===== config.mk =====
export PLATFORM = sky130hd
export DESIGN_NAME = nivel_tanque_sim
export DESIGN_NICKNAME = d
export VERILOG_FILES = /design/src/rtl/irrigacao_pkg.sv /design/src/rtl/divisor_tick.sv /design/src/rtl/nivel_tanque_sim.sv
export SDC_FILE = /design/constraint.sdc
export NUM_CORES = 1
export LEC_CHECK = 0
export ABC_CLOCK_PERIOD_IN_PS = 3000
export BUFFER_PORTS_ARGS = -buffer_cell sky130_fd_sc_hd__buf_2
export CELL_PAD_IN_SITES_DETAIL_PLACEMENT = 0
export CELL_PAD_IN_SITES_GLOBAL_PLACEMENT = 1
export CORE_MARGIN = 2
export CORE_UTILIZATION = 25
export DETAILED_ROUTE_END_ITERATION = 6
export PLACE_DENSITY = 0.6
export SYNTH_ARGS = -nofsm -noshare
export SYNTH_HDL_FRONTEND = slang
export SYNTH_SLANG_ARGS = --single-unit

===== constraint.sdc =====
create_clock -name clk -period 3 [get_ports clk]
set_input_delay 0.15 -clock clk [delete_from_list [all_inputs] [get_ports clk]]
set_output_delay 0.15 -clock clk [all_outputs]
set_load 0.02 [all_outputs]

===== src/rtl/irrigacao_pkg.sv =====
// Shared types and constants for the irrigation tank plant model:
// region enum, default rates/thresholds, sensor-fault selector codes.
package irrigacao_pkg;

  typedef enum logic [1:0] {
    VAZIO = 2'd0,
    BAIXO = 2'd1,
    MEDIO = 2'd2,
    ALTO  = 2'd3
  } regiao_t;

  localparam int DEF_LEVEL_W    = 8;
  localparam int DEF_TICK_DIV   = 4;
  localparam int DEF_FILL_RATE  = 3;
  localparam int DEF_GT_RATE    = 1;
  localparam int DEF_AS_RATE    = 2;
  localparam int DEF_B_TH       = 32;
  localparam int DEF_M_TH       = 128;
  localparam int DEF_A_TH       = 224;
  localparam int DEF_INIT_LEVEL = 0;

  localparam logic [1:0] FAULT_NONE = 2'd0;
  localparam logic [1:0] FAULT_B    = 2'd1;
  localparam logic [1:0] FAULT_M    = 2'd2;
  localparam logic [1:0] FAULT_A    = 2'd3;

  function automatic regiao_t regiao_de(input int unsigned lvl,
                                        input int unsigned b_th,
                                        input int unsigned m_th,
                                        input int unsigned a_th);
    regiao_t r;
    if (lvl >= a_th) begin
      r = ALTO;
    end else if (lvl >= m_th) begin
      r = MEDIO;
    end else if (lvl >= b_th) begin
      r = BAIXO;
    end else begin
      r = VAZIO;
    end
    return r;
  endfunction

  // Thermometer decode, bit order {A, M, B}
  function automatic logic [2:0] sensores_de(input regiao_t r);
    logic [2:0] s;
    case (r)
      VAZIO:   s = 3'b000;
      BAIXO:   s = 3'b001;
      MEDIO:   s = 3'b011;
      ALTO:    s = 3'b111;
      default: s = 3'b000;
    endcase
    return s;
  endfunction

endpackage


===== src/rtl/divisor_tick.sv =====
// Level-update prescaler: tick is high on the last count of each TICK_DIV-cycle period.
module divisor_tick #(
  parameter int TICK_DIV = 4
) (
  input  logic clk,
  input  logic rst,
  output logic tick
);

  localparam int CNT_W = (TICK_DIV > 1) ? $clog2(TICK_DIV) : 1;
  localparam logic [CNT_W-1:0] LAST = CNT_W'(TICK_DIV - 1);

  logic [CNT_W-1:0] r_cnt;
  logic             w_last;

  assign w_last = (r_cnt == LAST);

  // Free-running counter wrapping at TICK_DIV-1
  always_ff @(posedge clk) begin
    if (rst) begin
      r_cnt <= '0;
    end else if (w_last) begin
      r_cnt <= '0;
    end else begin
      r_cnt <= r_cnt + CNT_W'(1);
    end
  end

  assign tick = w_last;

endmodule


===== src/rtl/nivel_tanque_sim.sv =====
// Water-tank plant model: integrates VE/GT/AS into a level and drives A/M/B sensors.
// Optional SENSOR_FAULT_EN adds fault_sel/fault_val to force individual sensor outputs.
module nivel_tanque_sim
  import irrigacao_pkg::*;
#(
  parameter int LEVEL_W    = DEF_LEVEL_W,
  parameter int TICK_DIV   = DEF_TICK_DIV,
  parameter int FILL_RATE  = DEF_FILL_RATE,
  parameter int GT_RATE    = DEF_GT_RATE,
  parameter int AS_RATE    = DEF_AS_RATE,
  parameter int B_TH       = DEF_B_TH,
  parameter int M_TH       = DEF_M_TH,
  parameter int A_TH       = DEF_A_TH,
  parameter int INIT_LEVEL = DEF_INIT_LEVEL
) (
  input  logic               clk,
  input  logic               rst,
  input  logic               VE,
  input  logic               GT,
  input  logic               AS,
`ifdef SENSOR_FAULT_EN
  input  logic [1:0]         fault_sel,
  input  logic               fault_val,
`endif
  output logic               A,
  output logic               M,
  output logic               B,
  output logic [LEVEL_W-1:0] level,
  output logic               overflow,
  output logic               dry
);

  // Two guard bits give room for both the sign and a carry past LEVEL_MAX
  localparam int SUM_W = LEVEL_W + 2;
  localparam logic signed [SUM_W-1:0] FILL_S = SUM_W'(FILL_RATE);
  localparam logic signed [SUM_W-1:0] GT_S   = SUM_W'(GT_RATE);
  localparam logic signed [SUM_W-1:0] AS_S   = SUM_W'(AS_RATE);
  localparam logic signed [SUM_W-1:0] ZERO_S = '0;
  localparam logic signed [SUM_W-1:0] MAX_S  = $signed({2'b00, {LEVEL_W{1'b1}}});

  logic                      w_tick;
  logic signed [SUM_W-1:0]   w_delta;
  logic signed [SUM_W-1:0]   w_sum;
  logic [LEVEL_W-1:0]        w_level_nxt;
  logic                      w_ovf_set;
  logic                      w_dry_set;
  logic [LEVEL_W-1:0]        r_level;
  logic                      r_overflow;
  logic                      r_dry;
  regiao_t                   r_regiao;
  regiao_t                   w_regiao_nxt;
  logic [2:0]                w_amb;
  logic [2:0]                w_amb_out;

  divisor_tick #(
    .TICK_DIV (TICK_DIV)
  ) u_divisor_tick (
    .clk  (clk),
    .rst  (rst),
    .tick (w_tick)
  );

  assign w_delta = (VE ? FILL_S : ZERO_S) - (GT ? GT_S : ZERO_S) - (AS ? AS_S : ZERO_S);
  assign w_sum   = $signed({2'b00, r_level}) + w_delta;

  // Saturate the net update and flag which bound was hit
  always_comb begin
    w_level_nxt = r_level;
    w_ovf_set   = 1'b0;
    w_dry_set   = 1'b0;
    if (w_sum > MAX_S) begin
      w_level_nxt = '1;
      w_ovf_set   = 1'b1;
    end else if (w_sum < ZERO_S) begin
      w_level_nxt = '0;
      w_dry_set   = 1'b1;
    end else begin
      w_level_nxt = w_sum[LEVEL_W-1:0];
    end
  end

  always_ff @(posedge clk) begin
    if (rst) begin
      r_level    <= LEVEL_W'(INIT_LEVEL);
      r_overflow <= 1'b0;
      r_dry      <= 1'b0;
    end else if (w_tick) begin
      r_level    <= w_level_nxt;
      r_overflow <= r_overflow | w_ovf_set;
      r_dry      <= r_dry | w_dry_set;
    end else begin
      r_level    <= r_level;
      r_overflow <= r_overflow;
      r_dry      <= r_dry;
    end
  end

  // Region follows the registered level, so sensors lag level by one cycle
  always_comb begin
    w_regiao_nxt = regiao_de(32'(r_level), B_TH, M_TH, A_TH);
  end

  always_ff @(posedge clk) begin
    if (rst) begin
      r_regiao <= regiao_de(INIT_LEVEL, B_TH, M_TH, A_TH);
    end else begin
      r_regiao <= w_regiao_nxt;
    end
  end

  assign w_amb = sensores_de(r_regiao);

`ifdef SENSOR_FAULT_EN
  always_comb begin
    w_amb_out = w_amb;
    case (fault_sel)
      FAULT_B: w_amb_out[0] = fault_val;
      FAULT_M: w_amb_out[1] = fault_val;
      FAULT_A: w_amb_out[2] = fault_val;
      default: w_amb_out = w_amb;
    endcase
  end
`else
  assign w_amb_out = w_amb;
`endif

  assign {A, M, B} = w_amb_out;
  assign level     = r_level;
  assign overflow  = r_overflow;
  assign dry       = r_dry;

endmodule


Word level (Yosys, flattened, before mapping):

Index checks and enable logic that the tools add are counted.

* bits in registers: 14
* bits of input ports: 5
* word-level logic and storage cells: 34
* output and inout port bits: 13

* muxes and demuxes: 12
* $lt $le $gt $ge: 5
* reduce and logical (&&, ||, !) cells: 2
* eq/ne operators: 4
* add/sub/neg operators: 4
* bitwise gates (word level): 2

Operators by type and width (number)
* $ge 8x8->1 const B: 2
* $mux 8: 2
* $pmux 3 s4: 1
* $add 9x4->10: 1
* $gt 10x9->1 const B: 1
* $lt 10x1->1 const B: 1
* $ge 8x6->1 const B: 1
* $mux 2: 4
* $eq 2x2->1 const B: 3
* $mux 1: 5
* $sub 3x3->4: 1
* $sub 2x1->3: 1
* $add 2x1->2 const B: 1
* $eq 2x1->1 const B: 1
* $logic_not 2->1: 1
* $or 1x1->1: 2
* $reduce_or 2->1: 1

Depth between registers and ports, before layout:

* depth in word-level cells: 8
* gate-level depth with buffers: 11
* mapped depth without buffers: 11

Modules after synthesis:

A second synthesis with hierarchy kept.

* cells, all modules: 141
* area total of the unflattened synthesis: 1204.9 um^2

By module, submodules not included
* nivel_tanque_sim: area an instance 1129.8 um^2, times used 1, cells each 136, sequential area each 240.2 um^2
* divisor_tick: area an instance 75.1 um^2, times used 1, cells each 5, sequential area each 40.0 um^2

Worst setup path before layout:

OpenSTA, ideal clock, no wires.

* kind: register -> register
* from: register r_level[1], in the netlist level[1]
* to: register r_level[4], in the netlist level[4]
* data required time: 2.880 ns
* path slack: 0.494 ns
* setup time: 0.120 ns
* period minus slack after synthesis: 2.506 ns
* buffers on the path: 0
* cell stages (with the launch flop): 9
* arrival time: 2.387 ns
* path through: dfxtp_1 > inv_1 > fa_1 > ha_1 > nand2b_1 > a21oi_2 > o41a_1 > or2_0 > o31a_1

* word-level cells in the longest chain between the ends: 4
* elaborated cells on any way between the ends: 5
* those cells by class: add/sub (1); order compare (2); mux (2)

Ends and longest elaborated chain
* from (decl): RTL line nivel_tanque_sim.sv:47 `logic [LEVEL_W-1:0] r_level;`
* from (signal assigned): RTL line nivel_tanque_sim.sv:84 `r_level <= LEVEL_W'(INIT_LEVEL);`
* from (signal assigned): RTL line nivel_tanque_sim.sv:88 `r_level <= w_level_nxt;`
* from (signal assigned): RTL line nivel_tanque_sim.sv:92 `r_level <= r_level;`
* $add 9x4->10 (*): RTL line nivel_tanque_sim.sv:64 `assign w_sum = $signed({2'b00, r_level}) + w_delta;`
* $lt 10x1->1: RTL line nivel_tanque_sim.sv:74 `end else if (w_sum < ZERO_S) begin`
* $mux 8: RTL line nivel_tanque_sim.sv:74
* $mux 8 (*): RTL line nivel_tanque_sim.sv:71 `if (w_sum > MAX_S) begin`

Mark *: on every way between the ends. The rest lies on a longest branch, timed or not.
A chain may end at the register's enable or synchronous reset.

Worst setup path in the final report:

* from: input VE
* to: register r_overflow, in the netlist overflow

* word-level cells in the longest chain between the ends: 7

Ends and longest elaborated chain
* from (decl): RTL line nivel_tanque_sim.sv:18 `input logic VE,`
* $mux 2: RTL line nivel_tanque_sim.sv:63 `assign w_delta = (VE ? FILL_S : ZERO_S) - (GT ? GT_S : ZERO_S) - (AS ? AS_S : ZERO_S);`
* $sub 2x1->3: RTL line nivel_tanque_sim.sv:63
* $sub 3x3->4: RTL line nivel_tanque_sim.sv:63
* $add 9x4->10: RTL line nivel_tanque_sim.sv:64
* $gt 10x9->1: RTL line nivel_tanque_sim.sv:71
* $mux 1: RTL line nivel_tanque_sim.sv:71
* $or 1x1->1: RTL line nivel_tanque_sim.sv:89 `r_overflow <= r_overflow | w_ovf_set;`
* to (signal assigned): RTL line nivel_tanque_sim.sv:89
* to (signal assigned): RTL line nivel_tanque_sim.sv:93 `r_overflow <= r_overflow;`
* to (decl): RTL line nivel_tanque_sim.sv:48 `logic r_overflow;`

No other way between the ends.

==> flow_metrics.py <==
metrics = {
    "place": {
        "port-buffer-count": 17,
        "gp_congestion": 0.7909,
        "pre_cts_slack_ns": 0.2328,
        "hpwl_mm": 2.111,
    },
    "routing": {
        "antenna_left": 0,
        "drc_errors": 0,
        "vias": 1013,
        "dr.pass1.iters": 4,
        "first_iter_violations": 38,
        "wl_per_cell_um": 12.00,
        "via_per_inst": 4.824,
        "route.final.wire_length_mm": 2.520,
    },
    "critical_path": {
        "r2r-end": "level[4]",
        "cp.required_ns": 3.17,
        "path_max_fanout": 8,
        "path_class": "input port to flip-flop",
        "crit_path_start_kind": "input port",
        "reg2reg_from": "level[1]",
        "reg2regPathDepth": 8,
        "critPathLaunch": "VE",
        "r2r_slack_ns": 0.48,
        "crit_arrival_ns": 2.71,
        "setup.worst_path.end_class": "flip-flop",
    },
    "die": {
        "rows": 24,
        "dieArea_um2": 5068,
        "start_util_pct": 25.92,
        "die_w_um": 71.19,
        "core_area_um2": 4354,
        "die_h_um": 71.19,
        "design.portCount": 18,
    },
    "synthesis": {
        "syn_avg_cell_area_um2": 8.178,
        "ys_ff_latch": 14,
        "synth_area_leaders": "dfxtp_1 (25%), ha_1 (19%), inv_1 (8.3%)",
        "synth_compound_area_share_pct": 20.84,
        "yosys.area.top_type": "dfxtp_1",
        "syn-num-nets": 162,
        "synthMuxAreaShare_pct": 0,
        "ys_dominant_reg_cell": "dfxtp_1",
        "synth_adder_area_share_pct": 23.28,
        "syn_area_um2": 1129,
        "async_reset_ff_share_pct": 0,
        "synthXorXnorAreaFrac_pct": 3.880,
        "synth_top_area_share_pct": 24.83,
        "yosysWarnings": 0,
        "seq_area_frac_synth_pct": 24.83,
        "synthCells": 138,
        "synth_top_family_by_area": "adder cells",
        "synth_edf_count": 0,
        "synth.distinct_cells": 36,
        "synthSimpleGateAreaFrac_pct": 17.85,
    },
    "grt": {
        "grt_start_max_net_pins": 11,
        "grt_overflow": 0,
        "grt_pass1_vias": 987,
        "grt_pass1_wl_mm": 4.340,
        "antenna_found_initial": 0,
        "grtUsageTotal_pct": 10.89,
    },
    "sta": {
        "fin_ws_ns": 0.4672,
        "rsz0062_at_grt": "false",
        "fin_worst_skew_ns": 0.0009261,
        "fin_tns_setup_ns": 0,
        "fin_crit_ns": 2.533,
        "fmax_ghz": 0.3948,
        "whs_ns": 0.1910,
        "final_max_slew_viol_count": 0,
        "setup_viol": 0,
        "tightest_slew_ns": 0.4920,
        "hold_viol_final": 0,
        "fin_crit_sh_pct": 84.43,
        "slew_headroom_pct": 67.08,
    },
    "finish": {
        "final_cell_mix": "inv_1 (25), ha_1 (17), buf_2 (17)",
        "n_fill_cell": 464,
        "antennaDiodeCount": 0,
        "drive_gt1_share_pct": 17.72,
        "final_nets": 184,
        "area_growth_pct": 17.96,
        "layout_commonest_cell": "inv_1",
    },
    "clock_tree": {
        "cts_hold_buf": 0,
        "cts_tree": "yes",
        "clockBufferDepth": 2,
        "post_cts_buffers": 0,
        "clk_latency_ns": 0.24,
        "htree_num_levels": 1,
        "cts.repair.resized": 0,
        "cts-root-buf": "clkbuf_8",
        "clk_pin_slew_ns": 0.05,
        "numClockSinks": 14,
        "cts_buffers": 3,
    },
    "pwr": {
        "power_uw": 637.2,
        "irDropWorstVdd_uv": 188.0,
        "power_density_nw_per_um2": 478.7,
        "p_leak_nw": 0.6165,
    },
    "hold_path": {
        "min_to": "overflow",
        "min_path_type": "input port to flip-flop",
        "hold_start": "rst",
        "worstHoldPathCells": 2,
    },
    "status": {
        "status": "completed",
    },
    "flow_run": {
        "maxCapViolations": 0,
    },
}
critical path, cell delays in order:
cell	delay, ns
buf_2	0.09
inv_1	0.08
ha_1	0.21
inv_1	0.14
ha_1	0.30
inv_1	0.04
ha_1	0.40
a211o_1	0.32
or3_1	0.35
o21ai_2	0.31
o211ai_1	0.16
a21oi_1	0.16
registers in the layout, summed over array words and instances, names as in the netlist:
register and cells:
overflow 1, dry 1, u_divisor_tick.r_cnt 2, r_regiao 2, level 8
cell usage after synthesis (3+ instances only):
cell type,instances
inv_1,25
ha_1,17
dfxtp_1,14
nor2_1,9
a21oi_1,7
nand2_1,6
nor3_1,6
o211ai_1,5
o21ai_1,4
or3_1,4
xnor2_1,4
clkbuf_1,3
nand2b_1,3
o21ai_0,3
cell type report:
class	instances	area, um^2	area share, %
inverter	25	93.84	7.049
timing repair buffer	20	107.6	8.083
tap	52	65.06	4.887
clock buffer	3	41.29	3.101
multi-input combinational	96	743.2	55.83
sequential	14	280.3	21.05
metal layers:
| metal | global-route usage (%) | wire [um] |
|---|---|---|
| met1 | 14.02 | 1122 |
| met3 | 3.561 | 230 |
| met5 | 0 | 0 |
| met4 | 2.096 | 14 |
| met2 | 17.90 | 1152 |
power breakdown:
part | leakage, nW | internal [mW] | switching (mW)
Combinational | 0.481 | 0.118 | 0.163
Clock | 0.0216 | 0.0886 | 0.0608
Sequential | 0.114 | 0.199 | 0.00779
metrics by stage:
stage / instances / utilization [%] / area, um^2
finish: 210 / 30.57 / 1331
global route: 210 / 30.57 / 1331
CTS: 210 / 30.57 / 1331
detailed placement: 207 / 29.63 / 1290
global placement: 207 / 29.63 / 1290
floorplan: 138 / - / 1129
cells by family (layout without fill, tap and decap cells):
| logic type | after synthesis | after routing |
|---|---|---|
| flip-flops | 14 | 14 |
| XOR/XNOR | 5 | 5 |
| adder cells (fa/ha/maj) | 20 | 20 |
| buffers and inverters | 28 | 48 |
| AO/OA/AOI/OAI | 33 | 33 |
| AND/OR/NAND/NOR | 38 | 38 |
worst max-delay path by stage:
stage / endpoint / slack [ns] / depth (start not counted)
2_1_floorplan: level[4] / 0.49 / 8
3_3_place_gp: level[4] / 0.30 / 10
3_5_place_dp: overflow / 0.23 / 12
4_1_cts: level[4] / 0.45 / 8
5_1_grt: overflow / 0.24 / 12
6_report: overflow / 0.47 / 12
(Power assumes the default switching activity.)
